==> src/rtl/serial_pattern_tx.sv <==
// -----------------------------------------------------------------------------
// serial_pattern_tx
// Serial frame transmitter feeding the serial pattern detector FSMs.
// A parallel word is accepted on a start/ready handshake and shifted out one
// bit per clock: fixed preamble (MSB first), payload (MSB first), optional
// even-parity bit, then one idle gap cycle with a done pulse.
//
// Optional feature macro: SERIAL_PATTERN_TX_PARITY_EN
//   defined     -> PAR state present, even-parity bit appended after payload
//   not defined -> DATA goes straight to GAP
//
// Parameters:
//   DATA_W   payload width in bits (>=1)
//   PRE_W    preamble width in bits (>=1)
//   PREAMBLE preamble pattern, sent MSB first
//
// Ports:
//   clock  in   rising-edge clock
//   reset  in   synchronous active-high reset
//   start  in   send request, accepted only while ready=1
//   data   in   payload, sampled on the accepting edge only
//   ready  out  idle and able to accept start
//   busy   out  frame in progress
//   out    out  registered serial line, idle level 0
//   done   out  one-cycle pulse during the gap cycle
// -----------------------------------------------------------------------------
module serial_pattern_tx #(
  parameter int                DATA_W   = 8,
  parameter int                PRE_W    = 3,
  parameter logic [PRE_W-1:0]  PREAMBLE = 3'b101
) (
  input  logic              clock,
  input  logic              reset,
  input  logic              start,
  input  logic [DATA_W-1:0] data,
  output logic              ready,
  output logic              busy,
  output logic              out,
  output logic              done
);

  localparam int MAX_W = (PRE_W > DATA_W) ? PRE_W : DATA_W;
  localparam int CNT_W = $clog2(MAX_W) + 1;

  localparam logic [CNT_W-1:0] PRE_LAST  = CNT_W'(PRE_W - 1);
  localparam logic [CNT_W-1:0] DATA_LAST = CNT_W'(DATA_W - 1);

`ifdef SERIAL_PATTERN_TX_PARITY_EN
  typedef enum logic [2:0] {
    S_IDLE,
    S_PRE,
    S_DATA,
    S_PAR,
    S_GAP
  } state_t;
`else
  typedef enum logic [1:0] {
    S_IDLE,
    S_PRE,
    S_DATA,
    S_GAP
  } state_t;
`endif

  state_t              r_state, w_state;
  logic [CNT_W-1:0]    r_cnt,   w_cnt;
  logic [PRE_W-1:0]    r_pre,   w_pre;
  logic [DATA_W-1:0]   r_shift, w_shift;
  logic                r_out,   w_out;
`ifdef SERIAL_PATTERN_TX_PARITY_EN
  logic                r_par,   w_par;
`endif

  always_ff @(posedge clock) begin
    if (reset) begin
      r_state <= S_IDLE;
      r_cnt   <= '0;
      r_pre   <= '0;
      r_shift <= '0;
      r_out   <= 1'b0;
`ifdef SERIAL_PATTERN_TX_PARITY_EN
      r_par   <= 1'b0;
`endif
    end else begin
      r_state <= w_state;
      r_cnt   <= w_cnt;
      r_pre   <= w_pre;
      r_shift <= w_shift;
      r_out   <= w_out;
`ifdef SERIAL_PATTERN_TX_PARITY_EN
      r_par   <= w_par;
`endif
    end
  end

  // The line is registered, so each edge loads the bit for the coming cycle:
  // the accepting edge already loads preamble MSB, and the remaining preamble
  // bits come from a pre-shifted copy so no variable index is needed.
  always_comb begin
    w_state = r_state;
    w_cnt   = r_cnt;
    w_pre   = r_pre;
    w_shift = r_shift;
    w_out   = 1'b0;
`ifdef SERIAL_PATTERN_TX_PARITY_EN
    w_par   = r_par;
`endif

    case (r_state)
      S_IDLE: begin
        w_cnt = '0;
        if (start) begin
          w_state = S_PRE;
          w_shift = data;
          w_pre   = PREAMBLE << 1;
          w_out   = PREAMBLE[PRE_W-1];
`ifdef SERIAL_PATTERN_TX_PARITY_EN
          w_par   = ^data;
`endif
        end
      end

      S_PRE: begin
        if (r_cnt == PRE_LAST) begin
          w_state = S_DATA;
          w_cnt   = '0;
          w_out   = r_shift[DATA_W-1];
          w_shift = r_shift << 1;
        end else begin
          w_cnt   = r_cnt + 1'b1;
          w_out   = r_pre[PRE_W-1];
          w_pre   = r_pre << 1;
        end
      end

      S_DATA: begin
        if (r_cnt == DATA_LAST) begin
          w_cnt   = '0;
`ifdef SERIAL_PATTERN_TX_PARITY_EN
          w_state = S_PAR;
          w_out   = r_par;
`else
          w_state = S_GAP;
          w_out   = 1'b0;
`endif
        end else begin
          w_cnt   = r_cnt + 1'b1;
          w_out   = r_shift[DATA_W-1];
          w_shift = r_shift << 1;
        end
      end

`ifdef SERIAL_PATTERN_TX_PARITY_EN
      S_PAR: begin
        w_state = S_GAP;
        w_cnt   = '0;
        w_out   = 1'b0;
      end
`endif

      S_GAP: begin
        w_state = S_IDLE;
        w_cnt   = '0;
        w_out   = 1'b0;
      end

      default: begin
        w_state = S_IDLE;
        w_cnt   = '0;
        w_out   = 1'b0;
      end
    endcase
  end

  assign ready = (r_state == S_IDLE);
  assign busy  = (r_state != S_IDLE);
  assign done  = (r_state == S_GAP);
  assign out   = r_out;

endmodule

==> config.mk <==
export PLATFORM = sky130hd
export DESIGN_NAME = serial_pattern_tx
export DESIGN_NICKNAME = d
export VERILOG_FILES = /design/src/rtl/serial_pattern_tx.sv
export SDC_FILE = /design/constraint.sdc
export NUM_CORES = 1
export LEC_CHECK = 0
export ABC_AREA = 1
export ABC_CLOCK_PERIOD_IN_PS = 3760
export BUFFER_PORTS_ARGS = -buffer_cell sky130_fd_sc_hd__buf_2
export CORE_MARGIN = 5
export CORE_UTILIZATION = 50
export DETAILED_ROUTE_END_ITERATION = 12
export HOLD_SLACK_MARGIN = 0.15
export PLACE_DENSITY = 0.71
export SLEW_MARGIN = 10
export SYNTH_ARGS = -nofsm -noshare
export SYNTH_HDL_FRONTEND = slang
export SYNTH_SLANG_ARGS = --single-unit
==> constraint.sdc <==
create_clock -name clock -period 3.76 [get_ports clock]
set_input_delay 0 -clock clock [delete_from_list [all_inputs] [get_ports clock]]
set_output_delay 0 -clock clock [all_outputs]
set_load 0.1 [all_outputs]
==> results.cfg <==
[timing]
hold_viol = 0
max_slew_margin_pct = 67.45
slew_violations = 0
fmax_ghz = 0.5219
fin_crit_sh_pct = 50.96
min_period_ps = 1916
grt_setup_unrepaired = no
finClkSkew_ps = 8.022
setup_viol = 0
tns_ps = 0
worst_pin_slew_ps = 491.6

[die]
die_x_um = 54.60
core_area_um2 = 1922
die_area_um2 = 2981
initial_core_util_pct = 51.76
fp.dieH_um = 54.60
io_pins = 15
num_rows = 16

[critical_path]
endpoint_kind = flip-flop
cp-start-kind = flip-flop
worst-path-max-fanout = 5
crit_required_ps = 3990
cp_top_family = buffers and inverters
reg2reg_slack_ps = 1840
reg2regPathDepth = 9
reg2reg_from = r_state[0]$_SDFFE_PP0P_
critical_path_arrival_ps = 2150
crit_cells = 9
cp_cell_sequence = inv_1, ha_1, inv_2, nor2_2, inv_2, nand2_1, nand2_1, a21oi_1, dlygate4sd3_1
cpMaxStageDelayCell = dlygate4sd3_1
crit_type = flip-flop to flip-flop
slowest_delay_ps = 540
r2r-end = r_pre[1]$_SDFFE_PP0P_
crit_buf_inv = 4

[power]
leakage_nw = 0.5992
vdd_drop_max_mv = 0.4326
p_per_area_nw_per_um2 = 773.5
power_w = 0.0009484

[status]
outcome = completed

[min_path]
hp-class = flip-flop to flip-flop
hold_depth = 2
min_from = r_shift[0]$_SDFFE_PP0P_
min_to = r_shift[0]$_SDFFE_PP0P_

[synthesis]
ys_types = 20
synth_area_um2 = 994.7
synth_enable_flop_cells = 0
synth_top_family_by_area = simple AND/OR/NAND/NOR gates
synth-seq-cells = 17
ys.flop_type = dfxtp_1
synth_xor_area_share_pct = 1.761
ys_seq_area_share_pct = 34.21
ys_top_cells_by_area = dfxtp_1, nand2_1, ha_1
synth_mux_area_share_pct = 0
yosysWarningCount = 0
postSynthNetCount = 158
async_reset_ff_share_pct = 0
synthCells = 139
yosys.area.top_type = dfxtp_1
synth.avg_cell_area_um2 = 7.156
synth_adder_area_share_pct = 10.06
yosys.area.top_type_share_pct = 34.21
synthSimpleGateAreaFrac_pct = 38.74
synth-compound-area-share_pct = 8.931

[cells_and_area]
fin_nets = 186
drive_gt1_share_pct = 18.07
area_growth_pct = 23.27
stdcell_count = 193
layout_commonest_cell = nand2_1
final_cell_mix = nand2_1, nor2_1, dfxtp_1
fillers = 187
n_antenna_cell = 0

[route]
antenna_left = 0
drc = 0
dr.first_iter.drc_count = 19
drt_first_pass_iters = 4
vias = 923
routedWlPerCell_um = 10.65
post_drt_via_cell_ratio = 4.782
wirelength_mm = 2.056

[clock_tree]
cts.htree.levels = 1
clk_pin_slew_ps = 90
cts.root.buffer_cell = clkbuf_4
cts_tree = yes
cts_made_buffers = 3
clockBufferDepth = 2
cts.sinks = 17
insertion_delay_ps = 290

[grt]
antenna_found_initial = 0
grt_pass1_vias = 886
grt_first_pass_wirelength_mm = 3.663
track_usage_pct = 16.64
overflow = 0
grt_max_degree = 14

[placed_design]
io_buffer_count = 14
numPlacedInstances = 178
gp_congestion = 0.8592
dp_hpwl_mm = 1.549

[run]
max-cap-violations = 0
==> cell families after synthesis <==
kind of cell    count (synthesis)
simple gates                   84
flops                          17
buf+inv                        16
compound gates                 12
fa+ha+maj                       8
xor+xnor                        2
==> registers in the layout, indices dropped and copies added (netlist names) <==
name	count
r_state	2
r_cnt	4
r_pre	2
r_shift	8
out	1
==> synth_stat cells (2+ instances only) <==
master and count:
a21boi_0 7, a21oi_1 3, buf_2 2, dfxtp_1 17, ha_1 8, inv_1 10
inv_2 4, nand2_1 34, nand2_2 2, nand2_4 2, nand3_1 15, nand4_1 2
nor2_1 22, nor2_2 2, nor3_1 4
==> per-layer routing <==
layer	vias up	share of wire (%)	GRT usage, %
met4	0	0.92	5.394
li1	494	-	-
met5	-	0	0
met3	4	3.5	2.997
met1	412	44	19.38
met2	13	51	30.12
==> what timing repair did <==
item	CTS	global route
buffers inserted	0	0
hold buffers	11	0
resized for setup	0	0
hold endpoints to repair	10	0
==> report_power, final <==
group	internal (W)	leakage, nW	switching [W]
registers	0.000238	0.140	0.0000359
logic	0.000176	0.441	0.000402
clock network	0.0000395	0.0177	0.0000578
==> layout make-up <==
type / count / area [um2] / share of cell area [%]
repair buffers: 25 / 180.2 / 14.69
inverters: 14 / 52.55 / 4.286
clock inverters: 1 / 5.005 / 0.4082
multi-input cells: 106 / 591.8 / 48.27
clock buffers: 3 / 22.52 / 1.837
well taps: 27 / 33.78 / 2.755
flip-flops and latches: 17 / 340.3 / 27.75
==> per-stage QoR <==
| stage | cell area, um2 | setup slack (ps) | hold slack [ps] | utilization [%] |
|---|---|---|---|---|
| after global placement | 1089 | 2218 | 168.9 | 56.64 |
| after CTS | 1226 | 1839 | 497.6 | 63.80 |
| after global routing | 1226 | 1675 | 520.1 | 63.80 |
| after floorplan | 994.7 | 1230 | 69.07 | - |
| after detailed placement | 1089 | 2139 | 176.2 | 56.64 |
| final | 1226 | 1844 | 493.2 | 63.80 |
==> worst register-to-register path, stage by stage (launching register included) <==
cell and delay, ps:
dfxtp_1 360, inv_1 140, ha_1 260, inv_2 60, nor2_2 170, inv_2 110, nand2_1 80, nand2_1 50
a21oi_1 100, dlygate4sd3_1 540
==> worst max path at each step <==
| stage | slack [ps] | endpoint | from |
|---|---|---|---|
| 3_5_place_dp | 2140 | r_shift[5]$_SDFFE_PP0P_ | r_state[0]$_SDFFE_PP0P_ |
| 4_1_cts | 1840 | r_pre[1]$_SDFFE_PP0P_ | r_state[0]$_SDFFE_PP0P_ |
| 3_3_place_gp | 2220 | r_shift[5]$_SDFFE_PP0P_ | r_state[0]$_SDFFE_PP0P_ |
| 2_1_floorplan | 1230 | r_shift[7]$_SDFFE_PP0P_ | r_state[0]$_SDFFE_PP0P_ |
| 5_1_grt | 1670 | r_pre[1]$_SDFFE_PP0P_ | r_state[0]$_SDFFE_PP0P_ |
| 6_report | 1840 | r_pre[1]$_SDFFE_PP0P_ | r_state[0]$_SDFFE_PP0P_ |
Note: power is estimated with default switching activity, not from simulation.
